### config.mk
export PLATFORM = sky130hd
export DESIGN_NAME = regfile_writeback_queue
export DESIGN_NICKNAME = d
export VERILOG_FILES = /design/src/rtl/regfile_writeback_queue.sv
export SDC_FILE = /design/constraint.sdc
export NUM_CORES = 1
export LEC_CHECK = 0
export ABC_AREA = 1
export CAP_MARGIN = 5
export CELL_PAD_IN_SITES_DETAIL_PLACEMENT = 1
export CELL_PAD_IN_SITES_GLOBAL_PLACEMENT = 2
export CORE_MARGIN = 2
export CORE_UTILIZATION = 36
export CTS_CLUSTER_DIAMETER = 60
export CTS_CLUSTER_SIZE = 10
export DETAILED_ROUTE_END_ITERATION = 16
export HOLD_SLACK_MARGIN = 0.06
export PLACE_DENSITY = 0.81
export SYNTH_ARGS = -nofsm -noshare
export SYNTH_HDL_FRONTEND = slang
export SYNTH_SLANG_ARGS = --single-unit
### constraint.sdc
create_clock -name clk -period 2.7 [get_ports clk]
set_input_delay 0.675 -clock clk [delete_from_list [all_inputs] [get_ports clk]]
set_output_delay 0.675 -clock clk [all_outputs]
set_load 0.05 [all_outputs]
### src/rtl/regfile_writeback_queue.sv
// Writeback queue in front of the register file: two producers, in-order FIFO, per-register pending scoreboard.
// Optional macro WB_FORWARD_EN adds a youngest-entry forwarding lookup (fwd_reg/fwd_hit/fwd_data).
module regfile_writeback_queue #(
   parameter int DEPTH = 4,
   parameter int AW    = 2,
   parameter int DW    = 8
) (
   input  logic                  clk,
   input  logic                  reset,
   input  logic                  alu_valid,
   output logic                  alu_ready,
   input  logic [AW-1:0]         alu_reg,
   input  logic [DW-1:0]         alu_data,
   input  logic                  mem_valid,
   output logic                  mem_ready,
   input  logic [AW-1:0]         mem_reg,
   input  logic [DW-1:0]         mem_data,
   input  logic                  wb_hold,
   output logic                  write_enable,
   output logic [AW-1:0]         reg_write,
   output logic [DW-1:0]         write_data,
   output logic [(2**AW)-1:0]    pending,
   output logic                  full,
   output logic                  empty
`ifdef WB_FORWARD_EN
   ,
   input  logic [AW-1:0]         fwd_reg,
   output logic                  fwd_hit,
   output logic [DW-1:0]         fwd_data
`endif
);

   localparam int IW   = $clog2(DEPTH);
   localparam int PW   = IW + 1;
   localparam int CW   = $clog2(DEPTH + 1);
   localparam int NREG = 2 ** AW;

   localparam logic [PW-1:0] PTR_ONE = PW'(1);
   localparam logic [PW-1:0] PTR_MSB = {1'b1, {IW{1'b0}}};
   localparam logic [CW-1:0] CNT_ONE = CW'(1);

   logic [PW-1:0]   wr_ptr_q, wr_ptr_d;
   logic [PW-1:0]   rd_ptr_q, rd_ptr_d;
   logic [CW-1:0]   cnt_q [NREG];
   logic [CW-1:0]   cnt_d [NREG];
   logic [NREG-1:0] pending_q, pending_d;

   // Entry storage carries no reset; only pointers and counters define validity.
   logic [AW-1:0]   reg_mem_q  [DEPTH];
   logic [DW-1:0]   data_mem_q [DEPTH];

   logic            full_c, empty_c;
   logic            mem_take, alu_take, push, pop;
   logic [AW-1:0]   push_reg, head_reg;
   logic [DW-1:0]   push_data, head_data;
   logic [IW-1:0]   wr_idx, rd_idx;

   always_comb begin
      empty_c   = (wr_ptr_q == rd_ptr_q);
      full_c    = ((wr_ptr_q ^ rd_ptr_q) == PTR_MSB);
      mem_take  = mem_valid && !full_c;
      alu_take  = alu_valid && !full_c && !mem_valid;
      push      = mem_take || alu_take;
      push_reg  = mem_take ? mem_reg  : alu_reg;
      push_data = mem_take ? mem_data : alu_data;
      wr_idx    = wr_ptr_q[IW-1:0];
      rd_idx    = rd_ptr_q[IW-1:0];
      head_reg  = reg_mem_q[rd_idx];
      head_data = data_mem_q[rd_idx];
      // Suppressing the pop during reset keeps the register file from committing a discarded entry.
      pop       = !empty_c && !wb_hold && !reset;
      wr_ptr_d  = push ? (wr_ptr_q + PTR_ONE) : wr_ptr_q;
      rd_ptr_d  = pop  ? (rd_ptr_q + PTR_ONE) : rd_ptr_q;
   end

   always_comb begin
      pending_d = '0;
      for (int i = 0; i < NREG; i++) begin
         logic inc, dec;
         inc      = push && (push_reg == AW'(i));
         dec      = pop  && (head_reg == AW'(i));
         cnt_d[i] = cnt_q[i];
         if (inc && !dec)
            cnt_d[i] = cnt_q[i] + CNT_ONE;
         else if (dec && !inc)
            cnt_d[i] = cnt_q[i] - CNT_ONE;
         pending_d[i] = (cnt_d[i] != '0);
      end
   end

   always_ff @(posedge clk) begin
      if (reset) begin
         wr_ptr_q  <= '0;
         rd_ptr_q  <= '0;
         pending_q <= '0;
         for (int i = 0; i < NREG; i++)
            cnt_q[i] <= '0;
      end else begin
         wr_ptr_q  <= wr_ptr_d;
         rd_ptr_q  <= rd_ptr_d;
         pending_q <= pending_d;
         for (int i = 0; i < NREG; i++)
            cnt_q[i] <= cnt_d[i];
      end
   end

   always_ff @(posedge clk) begin
      if (push) begin
         reg_mem_q[wr_idx]  <= push_reg;
         data_mem_q[wr_idx] <= push_data;
      end
   end

   always_comb begin
      mem_ready    = !full_c;
      alu_ready    = !full_c && !mem_valid;
      write_enable = pop;
      reg_write    = empty_c ? '0 : head_reg;
      write_data   = empty_c ? '0 : head_data;
      pending      = pending_q;
      full         = full_c;
      empty        = empty_c;
   end

`ifdef WB_FORWARD_EN
   logic [PW-1:0] occ;
   logic [IW-1:0] fwd_idx;

   // Walk head to tail so the last match seen is the youngest write to fwd_reg.
   always_comb begin
      occ      = wr_ptr_q - rd_ptr_q;
      fwd_idx  = '0;
      fwd_hit  = pending_q[fwd_reg];
      fwd_data = '0;
      for (int k = 0; k < DEPTH; k++) begin
         fwd_idx = rd_idx + IW'(k);
         if ((PW'(k) < occ) && (reg_mem_q[fwd_idx] == fwd_reg))
            fwd_data = data_mem_q[fwd_idx];
      end
   end
`endif

endmodule
### After elaboration in Yosys (flattened, before gate mapping)

Memories as Yosys holds them, arrays and structs flattened. A register that Yosys moved wholly into a read port is not among the register bits.
Cells that the tools add are included.

| storage, ports and cells | value |
|---|---|
| bits in registers | 10 |
| bits in latches | 0 |
| memory bits (writable) | 52 |
| bits in read-only memories | 0 |
| input bits | 25 |
| output and inout bits | 19 |
| word-level logic and storage cells | 96 |
| memories | 3 |

| cells by class | value |
|---|---|
| add/subtract/negate cells | 10 |
| multiply operators | 0 |
| div/mod/pow operators | 0 |
| $lt $le $gt $ge | 0 |
| equality and inequality tests | 8 |
| shift operators | 0 |
| muxes and demuxes | 25 |
| bitwise gates (word level) | 5 |
| reductions and logical operators | 42 |

Memories:

| memory | depth | bits a word | rd ports | clocked after memory_dff | wr ports | line | text |
|---|---|---|---|---|---|---|---|
| data_mem_q | 4 | 8 | 1 | 1 | 1 | 50 | `logic [DW-1:0] data_mem_q [DEPTH];` |
| cnt_q | 4 | 3 | 4 | 0 | 4 | 44 | `logic [CW-1:0] cnt_q [NREG];` |
| reg_mem_q | 4 | 2 | 1 | 1 | 1 | 49 | `logic [AW-1:0] reg_mem_q [DEPTH];` |

Operator list:

| kind | count |
|---|---|
| 3-bit two-way mux | 12 |
| 1-bit logical AND | 22 |
| 3-bit by 1-bit adder with 3-bit output, second input constant | 6 |
| 8-bit two-way mux | 2 |
| 1-bit logical NOT | 13 |
| 2-bit two-way mux | 6 |
| 3-bit nonzero test | 4 |
| 3-bit by 1-bit subtractor with 3-bit output, second input constant | 4 |
| 2-bit equality test, second input constant | 4 |
| 1-bit two-way mux | 5 |
| 2-bit by 1-bit equality test with 1-bit output, second input constant | 2 |
| 2-bit logical NOT | 2 |
| 1-bit OR | 4 |
| 3-bit equality test | 1 |
| 3-bit equality test, second input constant | 1 |
| 3-bit XOR | 1 |
| 1-bit logical OR | 1 |

### Logic depth before layout (Yosys ltp)

| logic depth | value |
|---|---|
| depth after elaboration | 12 |
| depth in mapped cells | 15 |
| gate-level depth less buffers | 15 |

### Worst setup path after synthesis

OpenSTA, ideal clock, no wires.

| timing | value |
|---|---|
| path kind | reg2out |
| from | reg wr_ptr_q[0] |
| to | out alu_ready |
| data arrival time | 1.724 ns |
| data required time | 2.025 ns |
| slack | 0.301 ns |
| cell stages (with the launch flop) | 8 |
| path buffers | 0 |
| cells stage by stage | dfxtp_1 -> inv_2 -> nand2_1 -> nand2_2 -> nand3_4 -> inv_1 -> or2_2 -> inv_1 |

| on the way | value |
|---|---|
| word-level cells in the longest chain between the ends | 4 |

Ends and longest elaborated chain:

| what | line | text |
|---|---|---|
| start: declaration | 42 | `logic [PW-1:0] wr_ptr_q, wr_ptr_d;` |
| start signal: assignment | 99 | `wr_ptr_q <= wr_ptr_d;` |
| 3-bit XOR | 60 | `full_c = ((wr_ptr_q ^ rd_ptr_q) == PTR_MSB);` |
| 3-bit equality test | 60 |  |
| 1-bit logical NOT | - |  |
| named net mem_ready | 15 | `output logic mem_ready,` |
| 1-bit logical AND | 116 | `alu_ready = !full_c && !mem_valid;` |
| end: declaration | 11 | `output logic alu_ready,` |

The timed path passes the listed nets, and every way through them passes these cells.

### Final worst setup path

| timing | value |
|---|---|
| from | reg wr_ptr_q[1] |
| to | out write_enable |

| on the way | value |
|---|---|
| word-level cells in the longest chain between the ends | 4 |

Ends and longest elaborated chain:

| what | line | text |
|---|---|---|
| 3-bit equality test | 59 | `empty_c = (wr_ptr_q == rd_ptr_q);` |
| 1-bit logical NOT | 71 | `pop = !empty_c && !wb_hold && !reset;` |
| 1-bit logical AND (2 in series) | 71 |  |
| end: declaration | 19 | `output logic write_enable,` |

No other way between the ends.

==> reports/qor.csv <==
stage,metric,value,unit
power,leakage,1.94,nW
timing,Slew headroom,0.653,
final_layout,most frequent cells in the layout,"nand2_1, inv_1, edfxtp_1",
worst_setup_path,critical path peak fanout,12,
worst_setup_path,Worst R2R Setup Slack,0.62,ns
drt,drt wl/cell,13.8,um
clocking,Num CTS Buffers,9,
worst_setup_path,Worst Reg-to-Reg Cells,13,
clocking,Clock Tree Buf Depth,2,
logic_synthesis,Area contributors post-synth,"edfxtp_1, dfxtp_1, nand2_1, inv_1, nand3_1",
logic_synthesis,YS warnings,0,
power,Net Sw Frac,0.366,
power,Design Power,3.52,mW
die,# IOs,44,
timing,final setup vio count,0,
clocking,Clock Sinks,64,
timing,fin. max-slew vios,0,
drt,WL final,7430,um
worst_hold_path,WHS Endpoint,wr_ptr_q[2]$_SDFFE_PP0P_,
logic_synthesis,Synth Instances,368,
drt,DR vias/cell,4.74,
die,Die X,99.2,um
timing,fmax,406,MHz
power,clock share of power,0.278,
clocking,TritonCTS clock tree,built,
worst_setup_path,RR Startpoint,wr_ptr_q[1]$_SDFFE_PP0P_,
final_layout,Nets,462,
drt,DR iter-0 viols,61,
power,worst ir drop on vdd,0.333,mV
final_layout,Area Growth Syn to Fin,25.5,%
timing,Layout Skew,0.0124,ns
global_routing,antenna violations before repair,0,
clocking,insertion delay to the later sink of the worst-skew pair,0.34,ns
clocking,htree depth,3,
final_layout,share of layout cells above drive strength 1,0.177,
power,PD cells,859,mW/mm2
timing,Slew @ Worst Pin,0.519,ns
clocking,Clock Tree Root,clkbuf_8,
logic_synthesis,sequential fraction of the synthesis area,0.515,
drt,DRC,0,
clocking,# Post-CTS Setup Buffers,0,
die,Initial Utilization,0.372,
placement,HPWL after DPL,5360,um
power,Flop pwr share,0.358,
logic_synthesis,Yosys cell types,29,
global_routing,busiest grt layer,met2,
global_routing,vias in the first global route,2646,
power,cell-internal power,2.23,mW
worst_setup_path,WS Path Type,flip-flop to output pin,
drt,Pre-antenna DRT Iters,6,
final_layout,Finished Core Util,0.467,
clocking,clock transition at the registers of the reported paths,0.07,ns
clocking,cts hold-fix bufs,0,
power,combinational share of power,0.364,
power,Sw Pwr,1.29,mW
die,core area,0.00876,mm2
global_routing,largest net degree at the start of global routing,24,
run_status,run status,completed,
worst_hold_path,hold crit path type,flip-flop to flip-flop,
timing,worst hold slack,0.475,ns
final_layout,fillers,1043,
clocking,post-CTS sizing,1,
timing,Fin. Hold Viols,0,
die,full die area,0.00984,mm2
worst_setup_path,crit path DAT,1.79,ns
drt,Via Count,2544,
logic_synthesis,syn avg cell area,8.87,um2
worst_setup_path,Critical Path End Type,output pin,
final_layout,# diodes,0,
timing,setup TNS,0,ns
worst_setup_path,RR Endpoint,pending[3]$_SDFF_PP0_,
drt,Antenna Violating Nets Remaining,0,
worst_setup_path,Worst Path Required,2.03,ns
global_routing,GRT met3 Usage,0.0372,
logic_synthesis,synthesized net count,406,
global_routing,met1 usage,0.191,
timing,min Tclk post-route,2.46,ns
die,row count,34,
global_routing,total congestion overflow,0,
placement,Placer Congestion,0.741,
placement,# port buffers,43,
timing,Final WS setup,0.238,ns
timing,RSZ-0062 raised after global routing,false,
global_routing,Global Route met2 Usage,0.284,
global_routing,first-pass GRT wire length,12400,um
worst_setup_path,CP Launch Type,flip-flop,
timing,period utilization,0.912,
logic_synthesis,post-synth top area share,0.368,
logic_synthesis,post-synthesis register bit count,64,
worst_hold_path,hold path startpoint,wr_ptr_q[2]$_SDFFE_PP0P_,
logic_synthesis,leading area contributor after synthesis,edfxtp_1,
worst_hold_path,WHS Path Cells,1,
die,Die Span Y,99.2,um
logic_synthesis,Syn Std Cell Area,0.00326,mm2
final_layout,"commonest non-fill, non-tap cell in the layout",nand2_1,
global_routing,Total GRT Usage,0.162,
job,Max Cap Viol,0,
placement,post-place setup slack,0.226,ns
through the flow:
step | area (um2) | cells
after CTS | 4090 | 537
after global placement | 3850 | 521
final | 4100 | 537
after floorplan | 3260 | 368
after detailed placement | 3850 | 521
after global routing | 4100 | 537
worst max-delay path, stage by stage (launching register included):
cell	delay, ns
dfxtp_1	0.41
inv_2	0.08
nand2_1	0.08
nand2_2	0.09
nand3_4	0.20
nand2_2	0.17
nor2_4	0.23
buf_12	0.17
layer usage:
metal / vias to the layer above / part of all wire
met1: 1193 / 0.46
met3: 10 / 0.038
met5: - / 0
li1: 1297 / -
met2: 44 / 0.49
met4: 0 / 0.015
final cells by class:
type,count,area [um2],area share
clock buffer,9,124,0.0302
clock inverter,7,110,0.0269
inverter,73,274,0.0669
multi-input combinational,224,1270,0.309
sequential,64,1680,0.411
tap,108,135,0.0330
timing repair buffer,52,504,0.123
flip-flops by register name, indices dropped and copies added (netlist names), named ones only:
register / count
rd_ptr_q: 3
pending: 4
cnt_q: 12
data_mem_q: 32
wr_ptr_q: 3
reg_mem_q: 8
worst max path at each step:
stage | start | end | slack [ns] | cells after the start
2_1_floorplan | wr_ptr_q[0]$_SDFFE_PP0P_ | alu_ready | 0.30 | 7
5_1_grt | wr_ptr_q[0]$_SDFFE_PP0P_ | write_enable | 0.08 | 7
6_report | wr_ptr_q[1]$_SDFFE_PP0P_ | write_enable | 0.24 | 7
3_3_place_gp | mem_valid | alu_ready | 0.24 | 4
3_5_place_dp | mem_valid | pending[3]$_SDFF_PP0_ | 0.23 | 12
4_1_cts | wr_ptr_q[0]$_SDFFE_PP0P_ | mem_ready | 0.03 | 5
cells by family (layout without fill, tap and decap cells):
logic type / Yosys count / count (layout) / share of synthesized area
and+or+nand+nor: 165 / 165 / 0.245
buffers and inverters: 80 / 141 / 0.0985
DFF: 64 / 64 / 0.515
AOI/OAI and AO/OA: 38 / 38 / 0.0633
adders and majority gates: 13 / 13 / 0.0498
muxes: 8 / 8 / 0.0276
power by group through the flow:
| stage | clock (mW) | sequential, mW | combinational [mW] |
|---|---|---|---|
| 6_report | 0.979 | 1.26 | 1.28 |
| 5_1_grt | 1.04 | 1.28 | 1.42 |
| 4_1_cts | 0.996 | 1.26 | 1.30 |
| 3_5_place_dp | 0 | 1.28 | 1.29 |
| 3_3_place_gp | 0 | 1.28 | 1.26 |
| 2_1_floorplan | 0 | 1.37 | 0.792 |
cell usage after synthesis:
cell type / n
a211oi_1: 1
a21oi_1: 6
buf_12: 1
buf_2: 1
buf_4: 1
clkbuf_1: 4
clkinv_1: 2
dfxtp_1: 24
edfxtp_1: 40
ha_1: 13
inv_1: 66
inv_2: 5
mux2_2: 8
nand2_1: 71
nand2_2: 12
nand2_4: 4
nand3_1: 38
nand3_2: 5
nand3_4: 1
nand3b_1: 1
nand4_1: 3
nor2_1: 25
nor2_2: 2
nor2_4: 1
o21ai_0: 21
o21ai_1: 1
o21ai_2: 1
o22ai_1: 8
or2_2: 2
Power figures use the tool's default switching activity.
